### src/rtl/skinny_sbox_layer_seq.sv
// Serialises a 64-bit two-share SKINNY state nibble-by-nibble through an external masked S-box.
// Define FRESH_LFSR_EN to source sb_fresh from an internal 64-bit LFSR seeded by fresh_i.
module skinny_sbox_layer_seq #(
  parameter int SBOX_LAT = 2
) (
  input  logic        clk,
  input  logic        rst_n,
  input  logic        start,
  input  logic [63:0] state_s0_i,
  input  logic [63:0] state_s1_i,
  input  logic [63:0] fresh_i,
  output logic [3:0]  sb_x_s0,
  output logic [3:0]  sb_x_s1,
  output logic [63:0] sb_fresh,
  input  logic [3:0]  sb_y_s0,
  input  logic [3:0]  sb_y_s1,
  output logic [63:0] state_s0_o,
  output logic [63:0] state_s1_o,
  output logic        busy,
  output logic        done
);

  localparam logic [1:0] IDLE  = 2'd0;
  localparam logic [1:0] ISSUE = 2'd1;
  localparam logic [1:0] DRAIN = 2'd2;
  localparam logic [1:0] DONE  = 2'd3;

  logic [1:0]          st;
  logic [3:0]          cnt;
  logic [2:0]          dcnt;
  logic [63:0]         sh0;
  logic [63:0]         sh1;
  logic                acc;
  logic [SBOX_LAT-1:0] tag_v;
  logic [3:0]          tag_idx [SBOX_LAT];
  logic [5:0]          cap_pos;

  assign acc     = (st == IDLE) && start;
  assign busy    = (st != IDLE);
  assign done    = (st == DONE);
  assign sb_x_s0 = (st == ISSUE) ? sh0[3:0] : 4'h0;
  assign sb_x_s1 = (st == ISSUE) ? sh1[3:0] : 4'h0;
  assign cap_pos = {tag_idx[SBOX_LAT-1], 2'b00};

  always_ff @(posedge clk or negedge rst_n) begin
    if (!rst_n) begin
      st   <= IDLE;
      cnt  <= '0;
      dcnt <= '0;
      sh0  <= '0;
      sh1  <= '0;
    end else begin
      unique case (st)
        IDLE: begin
          if (start) begin
            st  <= ISSUE;
            cnt <= '0;
            sh0 <= state_s0_i;
            sh1 <= state_s1_i;
          end
        end
        ISSUE: begin
          sh0 <= {4'h0, sh0[63:4]};
          sh1 <= {4'h0, sh1[63:4]};
          cnt <= cnt + 4'd1;
          if (cnt == 4'd15) begin
            st   <= DRAIN;
            dcnt <= '0;
          end
        end
        DRAIN: begin
          dcnt <= dcnt + 3'd1;
          if (dcnt == 3'(SBOX_LAT - 1))
            st <= DONE;
        end
        DONE:    st <= IDLE;
        default: st <= IDLE;
      endcase
    end
  end

  // Each tag follows one issued nibble through the S-box pipeline.
  always_ff @(posedge clk or negedge rst_n) begin
    if (!rst_n) begin
      tag_v <= '0;
      for (int i = 0; i < SBOX_LAT; i++)
        tag_idx[i] <= '0;
    end else begin
      tag_v[0]   <= (st == ISSUE);
      tag_idx[0] <= cnt;
      for (int i = 1; i < SBOX_LAT; i++) begin
        tag_v[i]   <= tag_v[i-1];
        tag_idx[i] <= tag_idx[i-1];
      end
    end
  end

  always_ff @(posedge clk or negedge rst_n) begin
    if (!rst_n) begin
      state_s0_o <= '0;
      state_s1_o <= '0;
    end else if (acc) begin
      state_s0_o <= '0;
      state_s1_o <= '0;
    end else if (tag_v[SBOX_LAT-1]) begin
      state_s0_o[cap_pos +: 4] <= sb_y_s0;
      state_s1_o[cap_pos +: 4] <= sb_y_s1;
    end
  end

`ifdef FRESH_LFSR_EN
  logic [63:0] lfsr;
  logic        fb;

  assign fb       = lfsr[63] ^ lfsr[62] ^ lfsr[60] ^ lfsr[59];
  assign sb_fresh = lfsr;

  always_ff @(posedge clk or negedge rst_n) begin
    if (!rst_n)
      lfsr <= 64'h1;
    else if (acc)
      lfsr <= (fresh_i == 64'h0) ? 64'h1 : fresh_i;
    else if (st == ISSUE || st == DRAIN)
      lfsr <= {lfsr[62:0], fb};
  end
`else
  assign sb_fresh = fresh_i;
`endif

endmodule

### config.mk
export PLATFORM = sky130hd
export DESIGN_NAME = skinny_sbox_layer_seq
export DESIGN_NICKNAME = d
export VERILOG_FILES = /design/src/rtl/skinny_sbox_layer_seq.sv
export SDC_FILE = /design/constraint.sdc
export NUM_CORES = 1
export LEC_CHECK = 0
export BUFFER_PORTS_ARGS = -buffer_cell sky130_fd_sc_hd__buf_2
export CORE_ASPECT_RATIO = 0.5
export CORE_MARGIN = 2
export CORE_UTILIZATION = 46
export CTS_CLUSTER_DIAMETER = 200
export CTS_CLUSTER_SIZE = 24
export DETAILED_ROUTE_END_ITERATION = 6
export PLACE_DENSITY = 0.87
export SETUP_SLACK_MARGIN = 0.1
export SYNTH_ARGS = -nofsm -noshare
export SYNTH_HDL_FRONTEND = slang
export SYNTH_SLANG_ARGS = --single-unit
### constraint.sdc
create_clock -name clk -period 1.8 [get_ports clk]
set_input_delay 0.27 -clock clk [delete_from_list [all_inputs] [get_ports clk]]
set_output_delay 0.27 -clock clk [all_outputs]
set_load 0.01 [all_outputs]
# Word-level counts from Yosys, hierarchy flattened
# Index checks and enable logic that the tools add are counted.
# totals
register_bits,275
# op_classes
mux,20
add_sub_neg,3
n_shift,3
n_eq_ne,8
reduce_logical,9
# ops
operator,n
$mux W64,6
$pmux W64 S2,2
$bwmux W64,2
$shiftx A4 B8 Y64,2
$shift A4 B8 Y64 const A,1
$mux W4,3
$neg A6 Y8,1
$pmux W2 S4,1
$pmux W4 S2,1
$reduce_bool A2 Y1,4
$mux W2,3
$ne A2 B2 Y1 const B,3
$pmux W3 S2,1
$add A4 B1 Y4 const B,1
$eq A2 B2 Y1 const B,2
$eq A4 B4 Y1 const B,1
$reduce_and A2 Y1,2
$add A3 B1 Y3 const B,1
$eq A3 B1 Y1 const B,1
$mux W3,1
$reduce_and A3 Y1,1
$eq A2 B1 Y1 const B,1
$logic_not A2 Y1,1
$logic_and A1 B1 Y1,1

# Depth between registers and ports, before layout
# depth
word_depth,5
mapped_depth,9
ltp_nobuf,6

# Least setup slack after synthesis
# OpenSTA, ideal clock, no wires.
# synth_path
kind,flip-flop to flip-flop
start,"register tag_idx, in the netlist cap_pos[2]"
end,register state_s0_o[10]
required_ns,1.666
path_slack_ns,-0.189
path_stages_with_launch,8
arrival_ns,1.855
period_less_slack_ns,1.989
setup_time_ns,0.134
path_buffers,1
path_cell_list,dfrtp_1 > inv_1 > ha_1 > buf_2 > nand3b_1 > a211oi_1 > o21ai_4 > mux2i_1
# synth_via
elab_chain_cells,5
word_cells_on_any_way,6
classes_between,add/sub (1); shift (2); mux (3)
# synth_lines
item,line,rtl
"start, declared",35,logic [3:0] tag_idx [SBOX_LAT];
"start signal, assigned by index",93,tag_idx[i] <= tag_idx[i-1];
$neg A6 Y8 (*),106,state_s0_o[cap_pos +: 4] <= sb_y_s0;
$shiftx A4 B8 Y64 or $shift A4 B8 Y64 (tied branches),106,
$bwmux W64 (*),106,
$mux W64 (*),105,end else if (tag_v[SBOX_LAT-1]) begin
$mux W64 (*),102,end else if (acc) begin
"end signal, assigned by index",106,
"end, declared",17,"output logic [63:0] state_s0_o,"
# Every way passes the cells marked *; elsewhere a longest branch is shown, timed or not. The select of a mux whose other input is x is not followed.
# A chain may end at the register's enable or synchronous reset.

# Worst setup path after layout
# layout_path
start,register st[0]
end,register sh0[11]
# layout_via
elab_chain_cells,3
word_cells_on_any_way,6
classes_between,eq/ne (2); mux (1); reduce/logical (3)
# layout_lines
item,line,rtl
"start, declared",28,logic [1:0] st;
"start signal, assigned",47,st <= IDLE;
"start signal, assigned",56,st <= ISSUE;
"start signal, assigned",67,st <= DRAIN;
$eq A2 B1 Y1 or $logic_not A2 Y1 (tied branches),53,unique case (st)
$reduce_bool A2 Y1 (no source line) or $ne A2 B2 Y1 (tied branches),--,
$reduce_and A2 Y1 (no source line),--,
"end signal, assigned",58,sh0 <= state_s0_i;
"end signal, assigned",63,"sh0 <= {4'h0, sh0[63:4]};"
"end, declared",31,logic [63:0] sh0;
# Parallel ways exist; a longest one is shown, timed or not.

==> results by stage <==
Synthesis:
- The adder-cell share of the synthesized area is 1.09%.
- The mean instance size in the synthesized netlist is ~11 um^2.
- The post-synthesis xor/xnor area fraction is 0%.
- Synthesis produced a netlist with a net count of 1337.
- By count the netlist is led by 275 x sky130_fd_sc_hd__dfrtp_1, 181 x sky130_fd_sc_hd__nand2_1, 173 x sky130_fd_sc_hd__mux2i_1.
- In the post-synthesis netlist, the biggest area contributors are sky130_fd_sc_hd__dfrtp_1 55%, sky130_fd_sc_hd__mux2i_1 14%, sky130_fd_sc_hd__nand2_1 5.4%.
- Summing the areas of all compound-gate instances in the mapped netlist gives 13.9% of the synthesized area.
- For this run, the number of Yosys warnings is 0.
- The number of synthesized flops with an enable pin is 0.
- The synthesized design contains 275 register bits.
- The largest family of logic cells by synthesized area is multiplexers.
- The most used flip-flop cell after synthesis is sky130_fd_sc_hd__dfrtp_1.
- Counting distinct cell types in the post-synthesis netlist gives a little over 60.
- The simple-gate area share of the yosys netlist is 9.42%.
- In this run the biggest area consumer among cell types represents 54.7% of the synthesized area.
- In the post-synthesis netlist, the cell with the most instances is sky130_fd_sc_hd__dfrtp_1.
- The portion of the post-synthesis area used by sequential elements is 54.7%.
- Multiplexer cells account for 14.2% of the synthesized area.
- The leading area contributor after synthesis is sky130_fd_sc_hd__dfrtp_1.
- After synthesis the cells add up to 12600 um^2.
- The cell count after synthesis is 1123.
- Counting flops with an async set or reset pin after synthesis yields a share of 100%.

Cells and area:
- The synthesis-to-layout area growth is 38.9%.
- The number of filler instances in the final layout is between 1500 and 2000.
- The finished cells cover 17500 um^2.
- The count of nets after finishing is 1669.
- In the final layout, the share of cells above drive strength 1 is 40.7%.
- Leaving out filler cells and counting taps, the final layout contains 1816.
- The multi-input combinational cells in the finished layout cover a total of 5450 um^2.
- Summing all flip-flop and latch instances after layout gives around 7000 um^2.

Clock tree:
- Counting along the longest clock path gives a buffer depth of 3.
- The CTS tree is done.
- Clock tree synthesis inserted a total of 15 buffers.
- After clock tree synthesis, the clock-pin slew on the worst setup and hold paths is 0.10 ns.
- The clock tree root buffer cell is sky130_fd_sc_hd__clkbuf_16.
- Counting every sink on the clock net gives 275.
- In this run the number of H-tree levels came out at 1.
- The clock reaches the later pin of the worst-skew pair after 0.51 ns.

Detailed routing:
- The total length of routed met3 wires is 2390 um.
- The per-cell via count in the routed design is 5.81.
- The routed metal-1 wire length is 16100 um.
- The DRC violation count after routing is 0.
- In this run the remaining antenna-violating nets after routing total 0.
- The final route contains 10600 vias.
- Detailed routing placed a total of 20300 um of wire on met2.
- The first detailed-routing pass ran for 5 iterations.
- The highest routed metal layer is met4.
- The detailed router finished its first iteration with 852 violations.
- In the final routed layout, each cell accounts on average for 22.7 um.
- The total wire length after detailed routing is 41200 um.

Placed design:
- The placer congestion estimate is 0.881.
- The worst setup timing slack at the placement stage is -0.0585 ns.
- During placement, the flow inserted port buffers numbering approximately 280.
- The HPWL after detailed placement is 22500 um.
- Once placement finished, the instance area stood at approximately 14000 um^2.
- Once placement completed, the tool counted placed cells totaling 1675.

Pwr:
- The total power consumption of the routed design is 30.8 mW.
- In this run the static leakage power is 8.90 nW.
- The part of the power in registers is 30.5%.
- In this run, the clock network consumes 11.7% of the power.
- The power per standard cell area is 1760 nW/um^2.
- Net switching is between 30% and 40% of the power.
- Internal power comes to 19.3 mW.
- The logic gate share of total power is 57.8%.
- Across the VDD grid, the largest voltage drop is 0.692 mV.
- The total net switching power is 11.5 mW.

Worst setup path:
- STA classifies the critical path startpoint as a flop.
- The critical path data arrival time is 2.46 ns.
- Setup slack on the worst reg-to-reg path comes out at -0.26 ns.
- In this run the critical register-to-register path is captured at sh0[11]$_DFFE_PN0P_.
- The type of element capturing the critical path is a flop.
- For the worst setup path, the data required time is approximately 2.2 ns.
- In this run the worst path has a maximum fanout of 10.
- The worst flop-to-flop path startpoint is st[0]$_DFFE_PN0P_.
- The worst setup path is of the flop to flop kind.
- The number of cells on the worst reg-to-reg path is 11.

Timing:
- Setup repair after global routing could not meet its margin everywhere.
- The clock skew after layout is around 0.037 ns.
- The final hold slack is 0.0162 ns.
- The max-slew violation count is 0.
- The highest clock rate is approximately 0.49 GHz.
- The final critical delay including setup and external delays is 2.06 ns.
- In this run the tightest slew margin relative to its limit is a little over three fifths.
- The number of hold violations in the final report is 0.
- The worst path setup slack after routing is -0.261 ns.
- At the pin with the least slew margin, the transition time is approximately 0.55 ns.
- Setup violations remaining at the end of the flow were counted as 202.
- The final critical-path share of the clock period is 115%.

Floorplanning:
- The count of pins on the block boundary is around 410.
- The area of the die is 28800 um^2.
- The number of rows in the core area is 42.
- The area of the core is roughly 27000 um^2.
- The x dimension of the die is 238 um.
- Measured along the y axis, the die boundary spans 121 um.
- For this configuration, the core starts out at a cell density of 47.2%.

Global routing:
- The number of global-route vias before repair is 10800.
- The first-pass GRT wire length is 60300 um.
- The number of antenna violations at the first check in global routing is 6.
- The total overflow reported by the global router is 0.
- The maximum number of pins on one net before global-route repair is slightly above 60.
- In the global route stage, overall resource usage came out at 27.0%.

Hold path:
- The hold-critical path depth is 2.
- The critical hold path startpoint is state_s1_i[60].
- The capture endpoint of the worst hold path is sh1[60]$_DFFE_PN0P_.
- The path category of the worst min-delay check is input port to flop.

Outcome:
- The flow ran to the end, but the final reports show violations.
- The final reports fail on negative setup slack.

Flow run:
- The max-capacitance violation count is 0.
how the worst max path moves through the flow:
| stage | start | endpoint | slack [ns] | cells past startpoint |
|---|---|---|---|---|
| 6_report | st[0]$_DFFE_PN0P_ | sh0[11]$_DFFE_PN0P_ | -0.26 | 11 |
| 5_1_grt | st[0]$_DFFE_PN0P_ | sh1[4]$_DFFE_PN0P_ | -0.32 | 11 |
| 3_5_place_dp | cap_pos[3]$_DFF_PN0_ | state_s1_o[58]$_DFFE_PN0P_ | -0.06 | 7 |
| 2_1_floorplan | st[0]$_DFFE_PN0P_ | state_s1_o[28]$_DFFE_PN0P_ | 0.02 | 8 |
| 4_1_cts | st[0]$_DFFE_PN0P_ | sb_x_s0[0] | -0.21 | 6 |
| 3_3_place_gp | cap_pos[2]$_DFF_PN0_ | state_s1_o[36]$_DFFE_PN0P_ | -0.01 | 6 |
power by group through the flow:
stage / logic [mW] / clock network, mW / registers (mW)
5_1_grt: 18.8 / 3.92 / 9.54
2_1_floorplan: 6.55 / 0 / 9.19
6_report: 17.8 / 3.61 / 9.38
3_3_place_gp: 9.07 / 0 / 9.20
4_1_cts: 15.5 / 3.63 / 9.20
3_5_place_dp: 9.41 / 0 / 9.29
sequential cells by signal, summed over array words and instances, names as in the netlist:
| name | flops |
|---|---|
| state_s0_o | 64 |
| cap_pos | 4 |
| tag_idx | 4 |
| sh1 | 64 |
| st | 2 |
| state_s1_o | 64 |
| tag_v | 2 |
| dcnt | 3 |
| cnt | 4 |
| sh0 | 64 |
layer usage:
| layer | GRT usage (%) | vias up |
|---|---|---|
| met4 | 13.8 | 0 |
| met1 | 33.6 | 5266 |
| met5 | 0 | - |
| li1 | - | 4571 |
| met2 | 45.8 | 526 |
| met3 | 4.55 | 188 |
cell usage in the layout, fill, tap and decap left out, drive strengths merged, types with 5 or more instances in the layout:
| cell | count |
|---|---|
| a32o | 17 |
| mux2 | 5 |
| dlygate4sd3 | 8 |
| ha | 11 |
| a21oi | 17 |
| inv | 8 |
| o21ai | 138 |
| clkbuf | 22 |
| diode | 8 |
| nand2 | 182 |
| bufbuf | 14 |
| nand3 | 11 |
| and2 | 14 |
| mux2i | 173 |
| a22o | 58 |
| dfrtp | 275 |
| nor2 | 26 |
| buf | 423 |
timing repair:
action | in CTS | in global routing
setup buffers | 53 | 17
hold buffers | 8 | 0
pin swaps | 46 | 35
endpoints found under the hold margin | 58 | 0
setup endpoints to repair | 244 | 270
cloned | 33 | 6
resized for setup | 157 | 123
cells by family (layout without fill, tap and decap cells):
family | count (synthesis) | after routing
flops | 275 | 275
fa+ha+maj | 11 | 11
simple gates | 261 | 261
other cells | 0 | 8
buf+inv | 144 | 476
mux | 178 | 178
compound gates | 254 | 255
worst max-delay path, stage by stage (launching register included):
cell	delay [ns]
sky130_fd_sc_hd__dfrtp_1	0.41
sky130_fd_sc_hd__buf_4	0.15
sky130_fd_sc_hd__inv_4	0.06
sky130_fd_sc_hd__ha_4	0.18
sky130_fd_sc_hd__mux2i_4	0.30
sky130_fd_sc_hd__buf_6	0.17
sky130_fd_sc_hd__buf_12	0.10
sky130_fd_sc_hd__buf_16	0.13
sky130_fd_sc_hd__buf_12	0.11
sky130_fd_sc_hd__buf_16	0.12
sky130_fd_sc_hd__nand2_1	0.08
sky130_fd_sc_hd__o21ai_1	0.13
area by class of cell:
type                            instances  area share, %
Tap cell                              352           2.52
Multi-Input combinational cell        705           31.2
Sequential cell                       275           39.4
Inverter                                7          0.165
Timing Repair Buffer                  451           24.3
Clock buffer                           16           2.17
Clock inverter                          2          0.143
Antenna cell                            8          0.115
per-stage QoR:
stage	utilization [%]	setup TNS [ns]
4_1_cts	63.3	-8.91
3_5_place_dp	54.3	-0.913
2_1_floorplan	-	0
5_1_grt	65.6	-37.45
6_report	65.6	-22.71
3_3_place_gp	54.3	-0.111
(Power assumes the default switching activity.)
